--- src/rtl/huff_pkg.sv ---
// Shared constants and types for the Huffman digit path (encoder, code builder, decoder).
package huff_pkg;

    localparam int         NSYM   = 10;
    localparam int         MAXLEN = 9;
    localparam logic [3:0] TERM   = 4'hF;

    typedef logic [MAXLEN-1:0] code_t;
    typedef logic [3:0]        len_t;

    typedef enum logic [1:0] {
        IDLE = 2'd0,
        RUN  = 2'd1,
        DONE = 2'd2,
        ERR  = 2'd3
    } state_e;

    // Mask selecting the low 'len' bits of a right-aligned code.
    function automatic code_t len_mask(input len_t len);
        code_t m;
        m = '0;
        for (int i = 0; i < MAXLEN; i++) begin
            m[i] = (len > len_t'(i));
        end
        return m;
    endfunction

endpackage

--- src/rtl/huff_match.sv ---
// Combinational table lookup: finds the lowest-index entry whose code equals the
// bits accumulated so far at exactly the current length.
module huff_match
    import huff_pkg::*;
(
    input  code_t      tbl_code [NSYM],
    input  len_t       tbl_len  [NSYM],
    input  code_t      n_acc,
    input  len_t       n_len,
    output logic       hit,
    output logic [3:0] sym
);

    // Scan from the top down so the lowest matching index is the one left standing.
    always_comb begin
        hit = 1'b0;
        sym = 4'd0;
        for (int i = NSYM - 1; i >= 0; i--) begin
            if ((tbl_len[i] != 4'd0) && (tbl_len[i] == n_len) &&
                ((tbl_code[i] & len_mask(n_len)) == n_acc)) begin
                hit = 1'b1;
                sym = 4'(i);
            end
        end
    end

endmodule

--- src/rtl/huff_decode.sv ---
// Serial Huffman decoder: MSB-first bits in, 4-bit digits out, terminated by TERM
// once the requested number of symbols has been decoded.
//
// state | meaning
// ------+-------------------------------------------------------------------
// IDLE  | after reset; table writable, waiting for Start
// RUN   | consuming bits; term_pend_q marks the one-cycle terminator drain
// DONE  | all symbols plus terminator emitted; table writable, Start restarts
// ERR   | no code matched within MAXLEN bits; table writable, Start restarts
module huff_decode
    import huff_pkg::*;
(
    input  logic       Clk_in,
    input  logic       nRst,
    input  logic       Start,
    input  logic [8:0] Sym_total,
    input  logic       Tbl_we,
    input  logic [3:0] Tbl_sym,
    input  logic [8:0] Tbl_code,
    input  logic [3:0] Tbl_len,
    input  logic       Bit_in,
    input  logic       Bit_valid,
    output logic       Bit_ready,
    output logic [3:0] Data_out,
    output logic       Data_valid,
    output logic [8:0] Dec_cnt,
    output logic       Busy,
    output logic       Done,
    output logic       Err
);

    code_t      tbl_code_q [NSYM];
    len_t       tbl_len_q  [NSYM];

    state_e     state_q,      state_d;
    code_t      acc_q,        acc_d;
    len_t       len_q,        len_d;
    logic [8:0] total_q,      total_d;
    logic [8:0] dec_cnt_q,    dec_cnt_d;
    logic       term_pend_q,  term_pend_d;
    logic [3:0] data_out_q,   data_out_d;
    logic       data_valid_q, data_valid_d;
    logic       busy_q,       busy_d;
    logic       bit_ready_q,  bit_ready_d;
    logic       done_q,       done_d;
    logic       err_q,        err_d;

    logic       tbl_wr;
    code_t      n_acc;
    len_t       n_len;
    logic       hit;
    logic [3:0] hit_sym;

    // The table is frozen while decoding; out-of-range indices are dropped.
    assign tbl_wr = Tbl_we && (state_q != RUN) && (Tbl_sym < 4'(NSYM));

    // Candidate accumulator/length if the offered bit were consumed this cycle.
    assign n_acc = (acc_q << 1) | code_t'(Bit_in);
    assign n_len = len_q + 4'd1;

    huff_match u_match (
        .tbl_code (tbl_code_q),
        .tbl_len  (tbl_len_q),
        .n_acc    (n_acc),
        .n_len    (n_len),
        .hit      (hit),
        .sym      (hit_sym)
    );

    // Code table storage; only reset clears it so it survives restarts.
    always_ff @(posedge Clk_in or negedge nRst) begin
        if (!nRst) begin
            for (int i = 0; i < NSYM; i++) begin
                tbl_code_q[i] <= '0;
                tbl_len_q[i]  <= '0;
            end
        end else if (tbl_wr) begin
            tbl_code_q[Tbl_sym] <= Tbl_code;
            tbl_len_q[Tbl_sym]  <= Tbl_len;
        end
    end

    // Next-state and next-output computation for the decode FSM.
    always_comb begin
        state_d      = state_q;
        acc_d        = acc_q;
        len_d        = len_q;
        total_d      = total_q;
        dec_cnt_d    = dec_cnt_q;
        term_pend_d  = term_pend_q;
        data_out_d   = data_out_q;
        data_valid_d = 1'b0;
        done_d       = done_q;
        err_d        = err_q;

        case (state_q)
            RUN: begin
                if (term_pend_q) begin
                    // Last symbol went out last cycle; emit the terminator and stop.
                    term_pend_d  = 1'b0;
                    state_d      = DONE;
                    done_d       = 1'b1;
                    data_out_d   = TERM;
                    data_valid_d = 1'b1;
                end else if (Bit_valid) begin
                    if (hit) begin
                        data_out_d   = hit_sym;
                        data_valid_d = 1'b1;
                        dec_cnt_d    = dec_cnt_q + 9'd1;
                        acc_d        = '0;
                        len_d        = '0;
                        if ((dec_cnt_q + 9'd1) == total_q) begin
                            term_pend_d = 1'b1;
                        end
                    end else if (n_len == len_t'(MAXLEN)) begin
                        state_d = ERR;
                        err_d   = 1'b1;
                    end else begin
                        acc_d = n_acc;
                        len_d = n_len;
                    end
                end
            end
            default: begin
                if (Start) begin
                    total_d     = Sym_total;
                    acc_d       = '0;
                    len_d       = '0;
                    dec_cnt_d   = '0;
                    done_d      = 1'b0;
                    err_d       = 1'b0;
                    term_pend_d = 1'b0;
                    if (Sym_total == 9'd0) begin
                        state_d      = DONE;
                        done_d       = 1'b1;
                        data_out_d   = TERM;
                        data_valid_d = 1'b1;
                    end else begin
                        state_d = RUN;
                    end
                end
            end
        endcase

        busy_d      = (state_d == RUN);
        bit_ready_d = (state_d == RUN);
    end

    // Register FSM state, datapath and all outputs together.
    always_ff @(posedge Clk_in or negedge nRst) begin
        if (!nRst) begin
            state_q      <= IDLE;
            acc_q        <= '0;
            len_q        <= '0;
            total_q      <= '0;
            dec_cnt_q    <= '0;
            term_pend_q  <= 1'b0;
            data_out_q   <= '0;
            data_valid_q <= 1'b0;
            busy_q       <= 1'b0;
            bit_ready_q  <= 1'b0;
            done_q       <= 1'b0;
            err_q        <= 1'b0;
        end else begin
            state_q      <= state_d;
            acc_q        <= acc_d;
            len_q        <= len_d;
            total_q      <= total_d;
            dec_cnt_q    <= dec_cnt_d;
            term_pend_q  <= term_pend_d;
            data_out_q   <= data_out_d;
            data_valid_q <= data_valid_d;
            busy_q       <= busy_d;
            bit_ready_q  <= bit_ready_d;
            done_q       <= done_d;
            err_q        <= err_d;
        end
    end

    assign Bit_ready  = bit_ready_q;
    assign Data_out   = data_out_q;
    assign Data_valid = data_valid_q;
    assign Dec_cnt    = dec_cnt_q;
    assign Busy       = busy_q;
    assign Done       = done_q;
    assign Err        = err_q;

endmodule

--- config.mk ---
export PLATFORM = sky130hd
export DESIGN_NAME = huff_decode
export DESIGN_NICKNAME = d
export VERILOG_FILES = /design/src/rtl/huff_pkg.sv /design/src/rtl/huff_match.sv /design/src/rtl/huff_decode.sv
export SDC_FILE = /design/constraint.sdc
export NUM_CORES = 1
export LEC_CHECK = 0
export BUFFER_PORTS_ARGS = -buffer_cell sky130_fd_sc_hd__clkbuf_2
export CAP_MARGIN = 20
export CELL_PAD_IN_SITES_DETAIL_PLACEMENT = 1
export CELL_PAD_IN_SITES_GLOBAL_PLACEMENT = 1
export CORE_MARGIN = 1.5
export CORE_UTILIZATION = 30
export CTS_CLUSTER_SIZE = 20
export DETAILED_ROUTE_END_ITERATION = 7
export PLACE_DENSITY = 0.52
export SLEW_MARGIN = 15
export SYNTH_ARGS = -nofsm -noshare
export SYNTH_HDL_FRONTEND = slang
export SYNTH_SLANG_ARGS = --single-unit
--- constraint.sdc ---
create_clock -name Clk_in -period 5.35 [get_ports Clk_in]
set_input_delay 0.535 -clock Clk_in [delete_from_list [all_inputs] [get_ports Clk_in]]
set_output_delay 0.535 -clock Clk_in [all_outputs]
set_load 0.03 [all_outputs]
==> impl_results.md <==
* Reg2Reg Capture Point: len_q[1]
* CTS tree: done
* Vias per cell at between 5 and 6
* CTS H-tree lvls at 4
* Mapped Nets at 934
* Worst r2r src: len_q[1]
* Via count at between 7000 and 8000
* Setup-failing EPs final at 0
* CTS Buf Count at 17
* Total clock sinks at roughly 170
* Die width at around 180 µm
* Psw at approximately 2.9 mW
* Critical path's top delay family: simple AND/OR/NAND/NOR gates
* CP Launch Type: register
* Worst-Margin Slew at about 0.95 ns
* HPWL after DPL at around 25000 µm
* Top cells by area, synth: dfrtp_1 44%, mux2_2 16%, xnor2_1 4.3%, nand3_1 2.2%, nand2_1 1.9%
* Nets@finish at 965
* Critical Path Stages at 12
* Final Hold Fails at 0
* Combinational Power Share at 0.457
* Post-synthesis cell count at 899
* Leak at a little under 5 nW
* Synth top cells by count: 171 x dfrtp_1, 137 x mux2_2, 49 x nand2_1
* Final worst path period need at approximately 4.6 ns
* Sequential share of the synthesized area at 0.435
* Relative slew margins at 0.362
* Root Driver: clkbuf_16
* Setup Crit Path Kind: reg2reg
* Vias in the first global route at about 7900
* Postcts setup bufs at 0
* Cell area power density at about 600 mW/mm²
* Die footprint at roughly 0.034 mm²
* Routability Congestion at 0.844
* Router iterations before antenna repair at 4
* CP max FO at 14
* Worst Path Required at approximately 5.7 ns
* Area grow syn2layout at 13.1%
* Placed instance area at around 0.011 mm²
* Grt total ovfl at 0
* Final Max Tran Viols at 0
* # DRC at 0
* DIE HEIGHT at around 180 µm
* Status: finished clean
* Crit path DAT at just under 5 ns
* WP buf/inv at 1
* Design area at ~0.011 mm²
* Iter 0 DRT Violations at 523
* Post-synth top area cell: dfrtp_1
* Fmax at roughly 0.22 GHz
* Std cell rows at 66
* Synth top area share at 0.435
* YS warnings at 0
* Antenna viol nets, final at 0
* Largest net degree at the start of global routing at 90
* Main synth FF type: dfrtp_1
* Worst skew pair latency at 0.47 ns
* Maxcap violations at 0
* FF-to-FF path depth at 12
* Unrepaired setup endpoints after global routing: no
* Fillers at roughly 3600
* R2R Setup Slk at between 0.7 and 0.8 ns
* Slowest-stage cell, CP: dfrtp_1
* Yosys reg bits at between 150 and 200
* Count leader, synth: dfrtp_1
* First-pass GRT wire length at approximately 52000 µm
* Setup TNS at 0 ns
* GRT Util Overall at 0.210
* Critical Path Max Stage Delay at about 0.65 ns
* Initial Util at 0.304
* Hold WC Path Type: in2async
* Layout cells sized above 1 at 0.310
* Register share of total power at 0.338
* Port bufs at between 40 and 50
* Worst clock skew at roughly 0.012 ns
* Clock power share at 0.205
* Yosys cell types at slightly above 90
* Core area at 0.0324 mm²
* Initial antenna violation count at 1
* Routed WL per cell at approximately 24 µm
* CP Cell Sequence: ha_1, xnor2_1, buf_4, nand4_1, and4_1, o2111ai_1, nor4b_2, a32oi_2, o211ai_1, or3_1, o21a_1, o21ai_0
* Gates resized, CTS repair at 0
* Syn Area/Cell at approximately 11 µm²
* CTS clk-pin slew, worst paths at around 0.070 ns
* Internal power at 3.65 mW
* Sw frac at 0.441
* Io pins at 50
* EDFF count, synth at 0
* VDD IR-drop max at approximately 0.00026 V
* CP endpoint kind: register
* Final WL at 33700 µm
* Clk buf depth at 2
* FFs w/ async S/R, synth at 1.00
* # hold bufs at CTS at 0
* Final cycle utilization of the critical path at 0.852
* Mapped cell area at ~0.01 mm²
## layout by cell type, fill, tap and decap left out, drive strengths merged, types with 5 or more instances in the layout
master   synthesis  layout
nand3           45      45
and2             9       9
clkbuf          14      66
a22o             6       6
nand2b          24      24
nor4            16      16
a32oi            5       5
nor2            34      34
a21o             8       8
xnor2           48      48
nor3            11      11
o211ai          14      14
o22ai           14      14
nand4           24      24
nand4b           5       5
dfrtp          171     171
nor2b            7       7
o21ai           29      29
buf             48      25
and3            11      11
a2111oi          6       6
o2111ai          7       7
a31o             5       5
clkinv           3       7
o221ai           6       6
a21oi           11      11
a31oi           10      10
mux2           140     140
o31ai           15      15
nand2           50      50
a22oi            9       9
inv             19      24
and4             6       6
xor2            16      16
## worst max path at each step
| stage | from | to | slack, ns |
|---|---|---|---|
| 4_1_cts | len_q[1] | len_q[1] | 0.83 |
| 2_1_floorplan | len_q[0] | Data_out[1] | 1.91 |
| 3_3_place_gp | len_q[2] | len_q[1] | 0.98 |
| 3_5_place_dp | len_q[1] | len_q[1] | 0.89 |
| 6_report | len_q[1] | len_q[1] | 0.79 |
| 5_1_grt | len_q[1] | len_q[1] | 0.47 |
## state kept, by name (all words and copies together) (netlist names)
signal       cells
acc_q            8
Bit_ready        1
tbl_len_q       40
Data_valid       1
total_q          9
Err              1
tbl_code_q      90
Done             1
state_q          2
term_pend_q      1
Data_out         4
Dec_cnt          9
len_q            4
## logic make-up (layout without fill, tap and decap cells)
group / after synthesis / after routing / share of synthesized area
XOR/XNOR: 66 / 66 / 0.0636
AO/OA/AOI/OAI: 176 / 176 / 0.146
AND/OR/NAND/NOR: 259 / 259 / 0.148
adder cells (fa/ha/maj): 3 / 3 / 0.00382
multiplexers: 140 / 140 / 0.161
buffers and inverters: 84 / 128 / 0.0429
flip-flops: 171 / 171 / 0.435
other: 0 / 1 / 0
## through the flow
step / power [mW] / instances / util / setup WS (ns) / hold slack [ns]
final: 6.54 / 1386 / 0.344 / 0.791 / 0.132
after global routing: 6.92 / 1386 / 0.344 / 0.467 / 0.181
after detailed placement: 5.21 / 1353 / 0.325 / 0.888 / 0.469
after floorplan: 4.26 / 899 / - / 1.91 / 0.239
after global placement: 5.19 / 1353 / 0.325 / 0.985 / 0.462
after CTS: 6.58 / 1385 / 0.344 / 0.828 / 0.166
## power groups by stage
stage / combinational (mW) / sequential [mW] / clock, mW
2_1_floorplan: 2.25 / 2.01 / 0
3_3_place_gp: 2.96 / 2.23 / 0
3_5_place_dp: 2.98 / 2.23 / 0
4_1_cts: 2.99 / 2.21 / 1.37
5_1_grt: 3.23 / 2.27 / 1.42
6_report: 2.99 / 2.21 / 1.34
## metal layers
layer	up-vias	global-route usage	share of wire
met1	3953	0.282	0.47
li1	3416	-	-
met5	-	0	0
met3	37	0.0297	0.028
met4	0	0.0800	0.025
met2	128	0.343	0.48
## worst reg2reg max path, stage by stage, from the launching register on
cell and delay, ns:
dfrtp_1 0.65, ha_1 0.45, xnor2_1 0.17, buf_4 0.27
nand4_1 0.55, and4_1 0.48, o2111ai_1 0.21, nor4b_2 0.09
a32oi_2 0.20, o211ai_1 0.21, or3_1 0.49, o21a_1 0.45
o21ai_0 0.26
## area by class of cell
type / count / area (µm²) / share of cell area
antenna: 1 / 2.50 / 0.000225
clock buffer: 17 / 425 / 0.0382
clock inverter: 15 / 188 / 0.0169
inverter: 22 / 82.6 / 0.00742
multi-input combinational: 644 / 5150 / 0.463
sequential: 171 / 4280 / 0.385
tap: 442 / 553 / 0.0497
timing repair buffer: 74 / 442 / 0.0397
(Power assumes the default switching activity.)
